--- src/rtl/alu_uart_pkg.sv ---
// rtl/alu_uart_pkg.sv - shared types and constants for the ALU serial command front-end
package alu_uart_pkg;

  typedef enum logic [1:0] {
    RX_IDLE  = 2'd0,
    RX_START = 2'd1,
    RX_DATA  = 2'd2,
    RX_STOP  = 2'd3
  } rx_state_e;

  localparam logic [3:0] SYNC_MARKER = 4'hA;

  typedef enum logic [3:0] {
    OP_ADD  = 4'd0,
    OP_SUB  = 4'd1,
    OP_AND  = 4'd2,
    OP_OR   = 4'd3,
    OP_XOR  = 4'd4,
    OP_NOT  = 4'd5,
    OP_SHL  = 4'd6,
    OP_SHR  = 4'd7,
    OP_ROL  = 4'd8,
    OP_ROR  = 4'd9,
    OP_INC  = 4'd10,
    OP_DEC  = 4'd11,
    OP_NAND = 4'd12,
    OP_NOR  = 4'd13,
    OP_LT   = 4'd14,
    OP_EQ   = 4'd15
  } alu_op_e;

endpackage

--- src/rtl/uart_rx_byte.sv ---
// rtl/uart_rx_byte.sv - 8N1 byte receiver: two-flop synchroniser, byte FSM, bit counter
module uart_rx_byte
  import alu_uart_pkg::*;
#(
  parameter int CLKS_PER_BIT = 87
) (
  input  logic       clk,
  input  logic       rst,
  input  logic       rx,
  output logic [7:0] byte_data,
  output logic       byte_valid,
  output logic       stop_err,
  output logic       rx_active
);

  localparam int CW = $clog2(CLKS_PER_BIT);
  localparam logic [CW-1:0] HALF_LAST = CW'(CLKS_PER_BIT / 2 - 1);
  localparam logic [CW-1:0] BIT_LAST  = CW'(CLKS_PER_BIT - 1);

  logic            rx_meta_q;
  logic            rx_s_q;
  rx_state_e       state_q;
  logic [CW-1:0]   cnt_q;
  logic [2:0]      bit_q;
  logic [7:0]      shreg_q;
  logic            stop_sample;

  always_ff @(posedge clk) begin
    if (rst) begin
      rx_meta_q <= 1'b1;
      rx_s_q    <= 1'b1;
      state_q   <= RX_IDLE;
      cnt_q     <= '0;
      bit_q     <= '0;
      shreg_q   <= '0;
    end else begin
      rx_meta_q <= rx;
      rx_s_q    <= rx_meta_q;
      case (state_q)
        RX_IDLE: begin
          if (!rx_s_q) begin
            state_q <= RX_START;
            cnt_q   <= '0;
          end
        end
        RX_START: begin
          if (cnt_q == HALF_LAST) begin
            // A start bit that is high again at its centre was line noise.
            cnt_q   <= '0;
            bit_q   <= '0;
            state_q <= rx_s_q ? RX_IDLE : RX_DATA;
          end else begin
            cnt_q <= cnt_q + 1'b1;
          end
        end
        RX_DATA: begin
          if (cnt_q == BIT_LAST) begin
            cnt_q   <= '0;
            shreg_q <= {rx_s_q, shreg_q[7:1]};
            bit_q   <= bit_q + 1'b1;
            if (bit_q == 3'd7) state_q <= RX_STOP;
          end else begin
            cnt_q <= cnt_q + 1'b1;
          end
        end
        RX_STOP: begin
          if (cnt_q == BIT_LAST) begin
            cnt_q   <= '0;
            state_q <= RX_IDLE;
          end else begin
            cnt_q <= cnt_q + 1'b1;
          end
        end
        default: state_q <= RX_IDLE;
      endcase
    end
  end

  // Strobes are decoded in the stop-sample cycle so the frame stage can register them once.
  assign stop_sample = (state_q == RX_STOP) && (cnt_q == BIT_LAST);
  assign byte_valid  = stop_sample && rx_s_q;
  assign stop_err    = stop_sample && !rx_s_q;
  assign byte_data   = shreg_q;
  assign rx_active   = (state_q != RX_IDLE);

endmodule

--- src/rtl/alu_cmd_uart_rx.sv ---
// rtl/alu_cmd_uart_rx.sv - two-byte UART command frame assembler feeding the 4-bit ALU
module alu_cmd_uart_rx
  import alu_uart_pkg::*;
#(
  parameter int CLKS_PER_BIT = 87,
  parameter int TIMEOUT_BITS = 20
) (
  input  logic       clk,
  input  logic       rst,
  input  logic       rx,
  output logic [7:0] operands,
  output logic [3:0] opcode,
  output logic       cmd_valid,
  output logic       frame_err,
  output logic       busy
);

  localparam int TO_LIMIT = TIMEOUT_BITS * CLKS_PER_BIT;
  localparam int TW       = $clog2(TO_LIMIT + 1);
  localparam logic [TW-1:0] TO_LAST = TW'(TO_LIMIT - 1);

  logic [7:0]    byte_data;
  logic          byte_valid;
  logic          stop_err;
  logic          rx_active;

  logic          idx_q, idx_d;
  logic [7:0]    pend_q, pend_d;
  logic [7:0]    operands_q, operands_d;
  logic [3:0]    opcode_q, opcode_d;
  logic          cmd_valid_q, cmd_valid_d;
  logic          frame_err_q, frame_err_d;
  logic [TW-1:0] to_q, to_d;

  uart_rx_byte #(
    .CLKS_PER_BIT(CLKS_PER_BIT)
  ) u_rx_byte (
    .clk       (clk),
    .rst       (rst),
    .rx        (rx),
    .byte_data (byte_data),
    .byte_valid(byte_valid),
    .stop_err  (stop_err),
    .rx_active (rx_active)
  );

  always_comb begin
    idx_d       = idx_q;
    pend_d      = pend_q;
    operands_d  = operands_q;
    opcode_d    = opcode_q;
    cmd_valid_d = 1'b0;
    frame_err_d = 1'b0;
    to_d        = to_q;
    if (stop_err) begin
      frame_err_d = 1'b1;
      idx_d       = 1'b0;
      to_d        = '0;
    end else if (byte_valid) begin
      to_d = '0;
      if (!idx_q) begin
        pend_d = byte_data;
        idx_d  = 1'b1;
      end else if (byte_data[7:4] == SYNC_MARKER) begin
        operands_d  = pend_q;
        opcode_d    = byte_data[3:0];
        cmd_valid_d = 1'b1;
        idx_d       = 1'b0;
      end else begin
        // Bad marker drops the whole frame; the byte is not reused as a new byte 0.
        frame_err_d = 1'b1;
        idx_d       = 1'b0;
      end
    end else if (idx_q && !rx_active) begin
      if (to_q == TO_LAST) begin
        idx_d = 1'b0;
        to_d  = '0;
      end else begin
        to_d = to_q + 1'b1;
      end
    end
  end

  always_ff @(posedge clk) begin
    if (rst) begin
      idx_q       <= 1'b0;
      pend_q      <= '0;
      operands_q  <= '0;
      opcode_q    <= '0;
      cmd_valid_q <= 1'b0;
      frame_err_q <= 1'b0;
      to_q        <= '0;
    end else begin
      idx_q       <= idx_d;
      pend_q      <= pend_d;
      operands_q  <= operands_d;
      opcode_q    <= opcode_d;
      cmd_valid_q <= cmd_valid_d;
      frame_err_q <= frame_err_d;
      to_q        <= to_d;
    end
  end

  assign operands  = operands_q;
  assign opcode    = opcode_q;
  assign cmd_valid = cmd_valid_q;
  assign frame_err = frame_err_q;
  assign busy      = rx_active || idx_q;

endmodule

--- config.mk ---
export PLATFORM = sky130hd
export DESIGN_NAME = alu_cmd_uart_rx
export DESIGN_NICKNAME = d
export VERILOG_FILES = /design/src/rtl/alu_uart_pkg.sv /design/src/rtl/uart_rx_byte.sv /design/src/rtl/alu_cmd_uart_rx.sv
export SDC_FILE = /design/constraint.sdc
export NUM_CORES = 1
export LEC_CHECK = 0
export CAP_MARGIN = 30
export CORE_MARGIN = 5
export CORE_UTILIZATION = 50
export DETAILED_ROUTE_END_ITERATION = 16
export GPL_TIMING_DRIVEN = 1
export PLACE_DENSITY = 0.72
export RECOVER_POWER = 50
export SETUP_SLACK_MARGIN = 0.02
export SLEW_MARGIN = 20
export SYNTH_ARGS = -nofsm -noshare
export SYNTH_HDL_FRONTEND = slang
export SYNTH_HIERARCHICAL = 1
export SYNTH_SLANG_ARGS = --single-unit
--- constraint.sdc ---
create_clock -name clk -period 2 [get_ports clk]
set_input_delay 0.4 -clock clk [delete_from_list [all_inputs] [get_ports clk]]
set_output_delay 0.4 -clock clk [all_outputs]
set_load 0.1 [all_outputs]
# Word level (Yosys, flattened, before mapping)
# Cells that the tools add are included.
[classes] add_sub_neg=3 n_eq_ne=13 n_mux=24 bitwise=3 reduce_logical=22
[op_table] cell="7-bit 2-to-1 mux" n=3
[op_table] cell="7-bit case mux with 3 select lines" n=1
[op_table] cell="2-bit 2-to-1 mux" n=6
[op_table] cell="11-bit by 1-bit adder with 11-bit output, second input constant" n=1
[op_table] cell="11-bit == test, second input constant" n=1
[op_table] cell="11-bit 2-to-1 mux" n=1
[op_table] cell="1-bit 2-to-1 mux" n=9
[op_table] cell="2-bit by 1-bit inequality test with 1-bit output, second input constant" n=4
[op_table] cell="2-bit case mux with 4 select lines" n=1
[op_table] cell="2-bit nonzero test" n=4
[op_table] cell="7-bit by 1-bit adder with 7-bit output, second input constant" n=1
[op_table] cell="7-bit by 6-bit == test with 1-bit output, second input constant" n=1
[op_table] cell="7-bit == test, second input constant" n=1
[op_table] cell="3-bit 2-to-1 mux" n=2
[op_table] cell="3-bit case mux with 2 select lines" n=1
[op_table] cell="3-bit AND reduction" n=2
[op_table] cell="5-bit AND reduction" n=1
[op_table] cell="2-bit == test, second input constant" n=2
[op_table] cell="4-bit == test, second input constant" n=1
[op_table] cell="1-bit logical AND" n=4
[op_table] cell="2-bit AND reduction" n=2
[op_table] cell="4-bit AND reduction" n=1
[op_table] cell="2-bit OR reduction" n=2
[op_table] cell="4-bit OR reduction" n=1
[op_table] cell="other kinds (9)" n=12
[totals] register_bits=56 out_inout_bits=15 word_cells=78

# Longest topological paths before layout
# Gate-level depths: netlist (run 1).
[depth] word_depth=5 depth_mapped=9 depth_no_buf=8

# Modules after synthesis
# Netlist (run 1), hierarchy kept.
[by_module_without_submodules] module="alu_cmd_uart_rx" instances=1 cells_per_inst=155 area_per_inst_um2=1395.1 seq_area_each_um2=680.7
[by_module_without_submodules] module="uart_rx_byte" instances=1 cells_per_inst=130 area_per_inst_um2=1104.8 seq_area_each_um2=440.4

# Least setup slack after synthesis (run 1)
# No wires, ideal clock.
[synth_timing] kind="reg2reg" from="reg u_rx_byte.cnt_q[0]" to="reg opcode_q[2], in the netlist opcode[2]" setup_time_ps=71 t_arrival_ps=1890 slack_ps=39 path_stages_with_launch=10 n_path_buf=1 synth_period_minus_slack_ps=1961 cell_sequence="dfxtp_1 -> inv_1 -> ha_1 -> and2_1 -> and2_4 -> and4_1 -> and3b_1 -> clkbuf_1 -> nand3_1 -> a21oi_1"
[synth_between] elab_chain_cells=5 elab_cells_between_ends=6
[synth_lines] element="start, declared" line_no="uart_rx_byte.sv:23" source="logic [CW-1:0] cnt_q;"
[synth_lines] element="start signal, assigned" line_no="uart_rx_byte.sv:53" source="cnt_q <= cnt_q + 1'b1;"
[synth_lines] element="start signal, assigned" line_no="uart_rx_byte.sv:63" source="cnt_q <= cnt_q + 1'b1;"
[synth_lines] element="start signal, assigned" line_no="uart_rx_byte.sv:71" source="cnt_q <= cnt_q + 1'b1;"
[synth_lines] element="7-bit == test" line_no="uart_rx_byte.sv:80" source="assign stop_sample = (state_q == RX_STOP) && (cnt_q == BIT_LAST);"
[synth_lines] element="1-bit logical AND" line_no="uart_rx_byte.sv:80"
[synth_lines] element="1-bit logical AND" line_no="uart_rx_byte.sv:82" source="assign stop_err = stop_sample && !rx_s_q;"
[synth_lines] element="net stop_err" line_no="alu_cmd_uart_rx.sv:24" source="logic stop_err;"
[synth_lines] element="1-bit NOT (no line)"
[synth_lines] element="4-bit AND reduction (no line)"
[synth_lines] element="end signal, assigned" line_no="alu_cmd_uart_rx.sv:97" source="opcode_q <= opcode_d;"
[synth_lines] element="end, declared" line_no="alu_cmd_uart_rx.sv:30" source="logic [3:0] opcode_q, opcode_d;"
# The timed path passes the listed nets, and every way through them passes these cells.
# A chain may end at the register's enable or synchronous reset.

# Final worst setup path (run 1)
[layout_timing] from="reg u_rx_byte.cnt_q[0]" to="reg pend_q[1]"
[layout_between] elab_chain_cells=5 elab_cells_between_ends=6
[layout_lines] element="7-bit == test" line_no="uart_rx_byte.sv:80"
[layout_lines] element="1-bit logical AND" line_no="uart_rx_byte.sv:80"
[layout_lines] element="1-bit logical AND" line_no="uart_rx_byte.sv:82"
[layout_lines] element="net stop_err" line_no="alu_cmd_uart_rx.sv:24"
[layout_lines] element="1-bit NOT (no line)"
[layout_lines] element="3-bit AND reduction (no line)"
[layout_lines] element="end signal, assigned" line_no="alu_cmd_uart_rx.sv:95" source="pend_q <= pend_d;"
[layout_lines] element="end, declared" line_no="alu_cmd_uart_rx.sv:28" source="logic [7:0] pend_q, pend_d;"
# The timed path passes the listed nets, and every way through them passes these cells.

==> results.txt, run 1 <==
----------------------------------------------------
[STA]
  Slew at the pin closest to its max-slew limit ... 0.5860 ns
  Setup slack after layout ... 0.04880 ns
  Hold Fails Final Rpt ... 0
  Max Clock Skew ... 0.01080 ns
  Highest clock frequency the design can meet ... 0.5125 GHz
  Headroom to the max-slew limit ... 60.93%
  Min Clock Period, post-route ... 1.951 ns
  RSZ-0062 raised after global routing ... yes
  Share of the clock period used by the worst path ... 97.56%
  Final hold slack ... 0.4229 ns
  Total setup violations reported at the end of the flow ... 0
  Number of pins with negative max-slew slack in the final report ... 0

[Drt]
  Drt initial violations ... 93
  Post-route DRC violation count ... 0
  Routed vias/inst ... 5.423
  Routed length per placed instance ... 12.83 um
  Total number of vias ... 2,088
  Number of nets with antenna violations after routing ... 0
  Post-Route WL ... 4.938 mm
  Detailed Routing Iterations Pass 1 ... 4

[Critical path]
  R2R depth ... 9
  Worst R2R Start ... u_rx_byte/cnt_q[0]$_SDFFE_PP0P_
  Reg-to-reg setup timing slack ... 0.05 ns
  Reg2reg end ... pend_q[1]$_SDFFE_PP0P_
  Worst setup path endpoint ... pend_q[1]$_SDFFE_PP0P_
  Required time worst endpoint ... 2.22 ns
  Type of element capturing the critical path ... register
  Critical path fanouts, max ... 5
  Arrival @ worst endpoint ... 2.17 ns
  Critical path launch point type ... register
  Critical path launch point ... u_rx_byte/cnt_q[0]$_SDFFE_PP0P_
  Class of the most critical setup path ... register to register

[Yosys]
  Mapped cell area ... 0.002500 mm^2
  Fraction of post-synthesis cell area in the top cell type by area ... 44.84%
  EDFF count, synth ... 0
  Main area contributors after synthesis ... dfxtp_1, a21oi_1, nand2_1
  Most common cell in the netlist ... dfxtp_1
  Synthesized instance count ... 285
  Number of register bits inferred by synthesis ... 56
  Most frequent cells after synthesis ... dfxtp_1, a21oi_1, nand2_1, nand3_1, o21ai_0
  Portion of the post-synthesis area used by sequential elements ... 44.84%
  Most used DFF post-synth ... dfxtp_1
  Avg Synthesized Cell Area ... 8.772 um^2
  Post-synth top area cell ... dfxtp_1
  Synth Warn # ... 6
  Fraction of registers with async set or reset after synthesis ... 0%
  Number of distinct library cell variants in the gate-level netlist after synthesis ... 54
  Synthesized Nets ... 293

[Place]
  Sum of net half-perimeters after detailed placement ... 3.422 mm
  GPL Wtd Cong ... 0.8190
  Number of input and output port buffers inserted ... 17
  Post-Place Worst Slack ... 0.02072 ns
  Cells after DPL ... 370
  Cell area reported after detailed placement ... 0.002775 mm^2

[Run status]
  Run status ... completed

[Floorplan]
  Count of pins on the block boundary ... 18
  Area of the die ... 0.006514 mm^2
  Total number of placement rows ... 25
  Placeable core area ... 0.004786 mm^2
  Starting utilization of the core area ... 52.24%
  Chip height ... 80.71 um
  Horizontal die dimension ... 80.71 um

[Final layout]
  Final antenna diode count ... 0
  Final standard cell count with taps included and fillers excluded ... 385
  Area added between synthesis and finish ... 16.47%
  Util after Layout ... 60.84%
  Layout cell share with drive strength beyond 1 ... 19.50%
  Fillers ... 443
  Number of nets in the finished design ... 325
  Final std cell area, no fill ... 0.002912 mm^2

[Global routing]
  Pin count of the biggest net entering global routing ... 22
  Antenna violations before repair ... 0
  Global-route wire length before repair ... 8.224 mm
  GRT overflow ... 0
  Aggregate global-route resource usage ... 15.95%
  Vias in the first global route ... 1,851

[Clock network]
  TritonCTS sink count ... 56
  Library cell used as clock root buffer ... clkbuf_8
  Deepest clock path buffer count ... 2
  Insertion delay to the later sink of the worst-skew pair ... 0.31 ns
  TritonCTS clock tree ... built
  H-tree levels ... 2
  Clk pin slew, worst setup/hold paths ... 0.10 ns
  Clock buffers created by TritonCTS ... 5

[Power and ir drop]
  Power density normalized to cell area ... 670.5 mW/mm^2
  LEAKAGE ... 1.054 nW
  Max rail drop VDD ... 0.3117 mV

[Worst hold path]
  Min-delay worst type ... register to register

[Flow run]
  Number of violations of the max-capacitance limit ... 0

----------------------------------------------------
==> worst min path at each step <==
stage                     cells after the start  slack [ns]                     endpoint                           start
after floorplan                               1        0.39  u_rx_byte/rx_s_q$_SDFF_PP1_  u_rx_byte/rx_meta_q$_SDFF_PP1_
after global placement                        1        0.39  u_rx_byte/rx_s_q$_SDFF_PP1_  u_rx_byte/rx_meta_q$_SDFF_PP1_
after detailed placement                      1        0.40  u_rx_byte/rx_s_q$_SDFF_PP1_  u_rx_byte/rx_meta_q$_SDFF_PP1_
after CTS                                     1        0.43  u_rx_byte/rx_s_q$_SDFF_PP1_  u_rx_byte/rx_meta_q$_SDFF_PP1_
after global routing                          1        0.45  u_rx_byte/rx_s_q$_SDFF_PP1_  u_rx_byte/rx_meta_q$_SDFF_PP1_
final                                         1        0.42  u_rx_byte/rx_s_q$_SDFF_PP1_  u_rx_byte/rx_meta_q$_SDFF_PP1_
==> layout by cell type (no fill, tap or decap), types with 3 or more instances in the layout <==
cell,Yosys,layout
mux2i_1,8,7
o21ai_0,17,16
nand3_1,19,19
clkbuf_2,0,15
ha_1,5,5
nand2_1,31,32
nor2b_1,4,4
o31ai_1,5,5
nor3_1,5,5
or2_2,4,4
nor2_1,16,16
clkbuf_8,0,5
inv_1,8,8
dfxtp_1,56,56
clkbuf_1,8,3
o221ai_1,3,3
buf_4,1,18
a21oi_1,34,35
or3_1,4,4
or4_1,4,4
o22ai_1,3,3
==> metrics by stage <==
step / TNS, ns / power (mW)
2_1_floorplan: 0 / 1.199
3_3_place_gp: 0 / 1.227
3_5_place_dp: 0 / 1.227
4_1_cts: 0 / 1.967
5_1_grt: -0.1312 / 2.026
6_report: 0 / 1.952
==> critical path, stage by stage (launching register included) <==
cell             delay [ns]
dfxtp_1                0.35
inv_1                  0.05
ha_1                   0.19
and2_1                 0.16
and2_4                 0.16
and4_4                 0.17
nor3b_4                0.22
clkdlybuf4s15_2        0.31
mux2i_1                0.20
nor2_1                 0.05
==> kinds of logic after synthesis <==
family / Yosys count / share of synthesized area (%)
flip-flops: 56 / 44.85
buffers and inverters: 23 / 4.154
XOR/XNOR: 2 / 0.7008
adder cells (fa/ha/maj): 5 / 2.503
AND/OR/NAND/NOR: 113 / 24.98
multiplexers: 9 / 3.804
AO/OA/AOI/OAI: 77 / 19.02
==> timing repair <==
item | 4_1_cts | 5_1_grt
setup buffers | 1 | 5
gates resized for setup | 0 | 12
hold buffers | 0 | 0
gates cloned | 0 | 1
pin swaps | 0 | 4
endpoints found under the setup margin | 4 | 16
==> sequential cells by signal (all words and copies together) (netlist names), 3 cells and up, named ones only <==
| signal | flops |
|---|---|
| to_q | 11 |
| pend_q | 8 |
| operands | 8 |
| u_rx_byte/byte_data | 8 |
| opcode | 4 |
| u_rx_byte/cnt_q | 7 |
| u_rx_byte/bit_q | 3 |
==> per-layer routing <==
| layer | part of all wire (%) | GRT usage (%) | up-vias | wire, um |
|---|---|---|---|---|
| met5 | 0 | 0 | - | 0 |
| met4 | 1.3 | 5.743 | 0 | 65 |
| met3 | 3.9 | 3.812 | 7 | 193 |
| met2 | 44 | 26.24 | 24 | 2190 |
| met1 | 50 | 20.33 | 966 | 2488 |
| li1 | - | - | 1091 | - |
==> where the power goes <==
part           internal (mW)  switching, mW
Sequential              1.12        0.00287
Combinational         0.0309         0.0491
Clock                  0.379          0.371
==> layout make-up <==
class | instances | area (um^2) | area share, %
sequential | 56 | 1121 | 38.50
multi-input combinational | 206 | 1285 | 44.13
clock buffer | 6 | 72.57 | 2.492
timing repair buffer | 40 | 280.3 | 9.626
inverter | 8 | 30.03 | 1.031
tap | 67 | 83.83 | 2.879
clock inverter | 2 | 38.79 | 1.332
(Power assumes the default switching activity.)
==> run 2, diff against run 1 <==
--- a/config.mk
+++ b/config.mk
@@ -10,8 +10,9 @@
 export CORE_UTILIZATION = 50
 export DETAILED_ROUTE_END_ITERATION = 16
 export GPL_TIMING_DRIVEN = 1
-export PLACE_DENSITY = 0.72
+export PLACE_DENSITY = 0.7
 export RECOVER_POWER = 50
+export REMOVE_ABC_BUFFERS = 1
 export SETUP_SLACK_MARGIN = 0.02
 export SLEW_MARGIN = 20
 export SYNTH_ARGS = -nofsm -noshare
==> constraint.sdc (replaced) <==
create_clock -name clk -period 2.45 [get_ports clk]
set_input_delay 0.49 -clock clk [delete_from_list [all_inputs] [get_ports clk]]
set_output_delay 0.49 -clock clk [all_outputs]
set_load 0.1 [all_outputs]
==> run 2 against run 1 <==
  * Highest routed layer unchanged
  * Register-to-register slack better by 0.25 ns
  * Clock power is 33% lower
  * Via count decreased by 3.7%
  * Combinational power down 32%
  * Largest cell class unchanged
==> results.txt, run 2 (same netlist as run 1, synthesis figures left out) <==
----------------------------------------------------
[STA]
  Total setup violations reported at the end of the flow ... 0
  Max Clock Skew ... 0.01238 ns
  Headroom to the max-slew limit ... 21.84%
  RSZ-0062 raised after global routing ... no
  Number of pins with negative max-slew slack in the final report ... 0
  Highest clock frequency the design can meet ... 0.4646 GHz
  Min Clock Period, post-route ... 2.152 ns
  Hold Fails Final Rpt ... 0
  Share of the clock period used by the worst path ... 87.85%
  Setup slack after layout ... 0.2978 ns
  Slew at the pin closest to its max-slew limit ... 1.177 ns

[Global routing]
  Global-route wire length before repair ... 8.480 mm
  GRT overflow ... 0
  Layer with the highest usage ... met2
  Antenna violations before repair ... 0
  Vias in the first global route ... 1,884
  Aggregate global-route resource usage ... 16.20%
  Routing usage on met2 ... 25.99%
  Fraction of met3 tracks used by global routing ... 3.812%
  Met1 routing resource usage after global routing ... 21.93%
  Pin count of the biggest net entering global routing ... 30

[Final layout]
  Area added between synthesis and finish ... 8.458%
  Highest-count cells in the layout ignoring fill and taps ... dfxtp_1, a21oi_1, nand2_1
  Final antenna diode count ... 0
  Final standard cell count with taps included and fillers excluded ... 368
  Largest Register ... to_q
  Max reg flops ... 11
  Layout cell share with drive strength beyond 1 ... 9.302%
  Most common library cell in the layout ignoring fill and taps ... dfxtp_1
  Final std cell area, no fill ... 0.002711 mm^2
  Number of nets in the finished design ... 308

[Floorplan]
  Starting utilization of the core area ... 52.24%
  Chip height ... 80.71 um
  Area of the die ... 0.006514 mm^2
  Total number of placement rows ... 25
  Placeable core area ... 0.004786 mm^2
  Horizontal die dimension ... 80.71 um
  Count of pins on the block boundary ... 18

[Critical path]
  Critical path fanouts, max ... 13
  Critical path launch point type ... register
  Required time worst endpoint ... 2.64 ns
  Arrival @ worst endpoint ... 2.34 ns
  Crit-path cells ... inv_1, ha_1, and2_1, and2_4, and4_1, nand3b_1, o21ai_0, a21oi_1
  Cell family with most CP delay ... simple AND/OR/NAND/NOR gates
  Worst path bufs/invs ... 1
  Type of element capturing the critical path ... register
  CP peak stage delay ... 0.42 ns
  Crit path max-delay cell type ... nand3b_1
  Class of the most critical setup path ... register to register

[Clock network]
  Deepest clock path buffer count ... 2
  Number of buffers inserted by hold repair at cts ... 0
  Insertion delay to the later sink of the worst-skew pair ... 0.31 ns
  TritonCTS sink count ... 56
  Clock buffers created by TritonCTS ... 5
  TritonCTS clock tree ... built
  Post-CTS repair timing setup buffer count ... 0
  H-tree levels ... 2
  Number of resized instances in the post-cts repair step ... 0
  Clk pin slew, worst setup/hold paths ... 0.10 ns
  Library cell used as clock root buffer ... clkbuf_8

[Place]
  Post-Place Worst Slack ... 0.3005 ns
  Sum of net half-perimeters after detailed placement ... 3.352 mm
  Cells after DPL ... 360
  Number of input and output port buffers inserted ... 17
  Cell area reported after detailed placement ... 0.002688 mm^2
  GPL Wtd Cong ... 0.7500

[Drt]
  Post-route DRC violation count ... 0
  Post-Route WL ... 4.846 mm
  Detailed Routing Iterations Pass 1 ... 4
  Routed length per placed instance ... 13.17 um
  Routed vias/inst ... 5.462
  Number of nets with antenna violations after routing ... 0
  Drt initial violations ... 110
  Total number of vias ... 2,010

[Worst hold path]
  Min-delay worst type ... register to register

[Power and ir drop]
  Power density normalized to cell area ... 543.2 mW/mm^2
  LEAKAGE ... 0.9147 nW
  Max rail drop VDD ... 0.4595 mV

[Run status]
  Run status ... completed

[Flow run]
  Number of violations of the max-capacitance limit ... 0

----------------------------------------------------
[run 2: cell types whose count changed in the layout (fill, tap and decap cells not counted), sizes merged]
cell           previous run  this run
clkdlybuf4s15             1         0
bufinv                    1         0
clkinv                    0         1
clkinvlp                  0         1
buf                      20         6
clkbuf                   23        21
inv                       9         8
[run 2: through the flow]
step	utilization (%)	TNS (ns)	power (mW)	hold WS [ns]
6_report	56.65	0	1.473	0.4339
5_1_grt	56.65	0	1.538	0.4765
4_1_cts	58.01	0	1.488	0.4288
3_5_place_dp	56.16	0	0.9956	0.3989
3_3_place_gp	56.16	0	0.9959	0.3921
2_1_floorplan	-	-0.9357	0.9681	0.3895
[run 2: routing by layer]
metal / part of all wire (%) / wire, um / up-vias
li1: - / - / 1053
met1: 51 / 2472 / 932
met2: 45 / 2195 / 21
met3: 2.9 / 139 / 4
met4: 0.78 / 38 / 0
met5: 0 / 0 / -
[run 2: worst paths after layout]
path / startpoint / cells after the start / slack, ns / end
worst min-delay path: u_rx_byte/rx_meta_q$_SDFF_PP1_ / 1 / 0.43 / u_rx_byte/rx_s_q$_SDFF_PP1_
worst max-delay path: u_rx_byte/cnt_q[0]$_SDFFE_PP0P_ / 8 / 0.30 / opcode[0]$_SDFFE_PP0P_
worst max register to register: u_rx_byte/cnt_q[0]$_SDFFE_PP0P_ / 8 / 0.30 / opcode[0]$_SDFFE_PP0P_
worst min register to register: u_rx_byte/rx_meta_q$_SDFF_PP1_ / 1 / 0.43 / u_rx_byte/rx_s_q$_SDFF_PP1_
[run 2: power breakdown]
group | internal, mW | total (mW) | switching, mW
registers | 0.913 | 0.918 | 0.00500
clock network | 0.204 | 0.500 | 0.296
logic | 0.0185 | 0.0544 | 0.0359
total | 1.14 | 1.47 | 0.337
[run 2: area by class of cell]
| type | count | area, um^2 |
|---|---|---|
| inverter | 8 | 30.03 |
| tap | 67 | 83.83 |
| timing repair buffer | 23 | 121.4 |
| fill | 467 | 2074 |
| clock inverter | 2 | 16.27 |
| sequential | 56 | 1121 |
| clock buffer | 6 | 72.57 |
| multi-input combinational | 206 | 1266 |
==> run 3, diff against run 2 <==
--- a/config.mk
+++ b/config.mk
@@ -10,6 +10,7 @@
 export CORE_UTILIZATION = 50
 export DETAILED_ROUTE_END_ITERATION = 16
 export GPL_TIMING_DRIVEN = 1
+export MAX_ROUTING_LAYER = met4
 export PLACE_DENSITY = 0.7
 export RECOVER_POWER = 50
 export REMOVE_ABC_BUFFERS = 1
==> constraint.sdc (replaced) <==
create_clock -name clk -period 2.45 [get_ports clk]
set_input_delay 0.49 -clock clk [delete_from_list [all_inputs] [get_ports clk]]
set_output_delay 0.49 -clock clk [all_outputs]
set_load 0.02 [all_outputs]
==> run 3 against run 2 <==
  * Power up 1.3%
  * Critical path depth decreased by 4
  * Maximum frequency down 2.7%
  * Critical endpoint is now idx_q$_SDFFE_PP0P_
==> results.txt, run 3 (same netlist as run 1, synthesis figures left out) <==
----------------------------------------------------
[Run status]
  Run status ... completed

[Global routing]
  Antenna violations before repair ... 0
  Vias in the first global route ... 1,821
  GRT overflow ... 0
  Aggregate global-route resource usage ... 17.03%
  Global-route wire length before repair ... 8.480 mm
  Pin count of the biggest net entering global routing ... 28

[Final layout]
  Area added between synthesis and finish ... 12.76%
  Util after Layout ... 58.90%
  Layout cell share with drive strength beyond 1 ... 9.934%
  Max reg flops ... 11
  Highest-count cells in the layout ignoring fill and taps ... dfxtp_1, a21oi_1, nand2_1
  Most common library cell in the layout ignoring fill and taps ... dfxtp_1
  Fillers ... 445
  Number of nets in the finished design ... 309
  Largest Register ... to_q
  Final antenna diode count ... 0

[Floorplan]
  Total number of placement rows ... 25
  Count of pins on the block boundary ... 18
  Placeable core area ... 0.004786 mm^2
  Starting utilization of the core area ... 52.24%
  Horizontal die dimension ... 80.71 um
  Chip height ... 80.71 um
  Area of the die ... 0.006514 mm^2

[STA]
  Max Clock Skew ... 0.006368 ns
  Headroom to the max-slew limit ... 48.97%
  Slew at the pin closest to its max-slew limit ... 0.7655 ns
  Hold Fails Final Rpt ... 0
  Total setup violations reported at the end of the flow ... 0
  Share of the clock period used by the worst path ... 90.32%
  Highest clock frequency the design can meet ... 0.4519 GHz
  RSZ-0062 raised after global routing ... no
  Min Clock Period, post-route ... 2.213 ns
  Number of pins with negative max-slew slack in the final report ... 0

[Critical path]
  Type of element capturing the critical path ... register
  Required time worst endpoint ... 2.64 ns
  Critical path fanouts, max ... 27
  Critical path launch point type ... primary input
  Class of the most critical setup path ... primary input to register
  Arrival @ worst endpoint ... 2.40 ns

[Drt]
  Drt initial violations ... 76
  Post-Route WL ... 4.847 mm
  Total number of vias ... 2,082
  Number of nets with antenna violations after routing ... 0
  Post-route DRC violation count ... 0
  Routed vias/inst ... 5.642
  Routed length per placed instance ... 13.14 um
  Detailed Routing Iterations Pass 1 ... 4

[Clock network]
  H-tree levels ... 2
  Library cell used as clock root buffer ... clkbuf_8
  TritonCTS sink count ... 56
  Number of buffers inserted by hold repair at cts ... 0
  Insertion delay to the later sink of the worst-skew pair ... 0.31 ns
  Deepest clock path buffer count ... 2
  TritonCTS clock tree ... built
  Clk pin slew, worst setup/hold paths ... 0.10 ns
  Clock buffers created by TritonCTS ... 5

[Power and ir drop]
  Total Power Consumption ... 1.493 mW
  Power density normalized to cell area ... 529.5 mW/mm^2
  Max rail drop VDD ... 0.4073 mV
  LEAKAGE ... 1.011 nW

[Place]
  Sum of net half-perimeters after detailed placement ... 3.332 mm
  Number of input and output port buffers inserted ... 17
  GPL Wtd Cong ... 0.7571

[Worst hold path]
  Min-delay worst type ... register to register

[Flow run]
  Number of violations of the max-capacitance limit ... 0

----------------------------------------------------
==> run 3: changes by cell type in the layout (fill, tap and decap cells not counted) <==
cell             previous run  this run
clkbuf_2                    0         1
clkinv_4                    1         0
dlygate4sd3_1               1        13
a211oi_1                    3         2
buf_4                       6         5
clkbuf_1                   16         1
and2_0                      0         1
and2_1                      2         1
dlymetal6s2s_1              0         1
a211oi_2                    0         1
clkdlybuf4s50_1             1         3
inv_6                       0         2
==> run 3: layout make-up <==
type	count	area (um^2)	area share, %
Sequential cell	56	1121	39.77
Clock inverter	3	25.02	0.8877
Inverter	8	30.03	1.065
Tap cell	67	83.83	2.974
Multi-Input combinational cell	206	1271	45.10
Timing Repair Buffer	24	219.0	7.767
Clock buffer	5	68.82	2.441
==> run 3: through the flow <==
step / area (um^2) / cells / worst slack, ns / hold WS, ns / setup TNS (ns)
2_1_floorplan: 2426 / 270 / -0.1170 / 0.3895 / -0.9357
3_3_place_gp: 2725 / 360 / 0.3557 / 0.3921 / 0
3_5_place_dp: 2725 / 360 / 0.2860 / 0.3980 / 0
4_1_cts: 2819 / 368 / 0.02553 / 0.4212 / 0
5_1_grt: 2819 / 369 / 0.06113 / 0.4314 / 0
6_report: 2819 / 369 / 0.2372 / 0.4164 / 0
==> run 3: worst max-delay path, cell delays in order <==
cell and delay (ns):
dlygate4sd3_1 0.60, clkbuf_1 0.61, clkbuf_2 0.57, o22ai_1 0.12
==> run 3: per-layer routing <==
| metal | track usage, % | vias up | wire [um] |
|---|---|---|---|
| li1 | - | 1053 | - |
| met1 | 22.53 | 986 | 2410 |
| met2 | 25.08 | 36 | 2161 |
| met3 | 3.700 | 7 | 192 |
| met4 | 7.264 | 0 | 82 |
| met5 | - | - | 0 |
==> run 3: path summary, 6_finish.rpt <==
| path | start | end | slack, ns | cells past startpoint |
|---|---|---|---|---|
| min reg2reg | u_rx_byte/rx_meta_q$_SDFF_PP1_ | u_rx_byte/rx_s_q$_SDFF_PP1_ | 0.42 | 1 |
| max | rst | idx_q$_SDFFE_PP0P_ | 0.24 | 4 |
| min | u_rx_byte/rx_meta_q$_SDFF_PP1_ | u_rx_byte/rx_s_q$_SDFF_PP1_ | 0.42 | 1 |
| max reg2reg | u_rx_byte/cnt_q[0]$_SDFFE_PP0P_ | operands[0]$_SDFFE_PP0P_ | 0.30 | 8 |
==> run 3: repair_timing <==
action / CTS / global route
endpoints found under the setup margin: 0 / 3
buffers inserted: 0 / 1
resized for setup: 0 / 1
==> run 3: where the power goes <==
group / internal [mW] / switching, mW / leakage [nW]
registers: 0.913 / 0.00485 / 0.452
clock network: 0.209 / 0.316 / 0.0452
logic: 0.0184 / 0.0305 / 0.514
total: 1.14 / 0.352 / 1.01
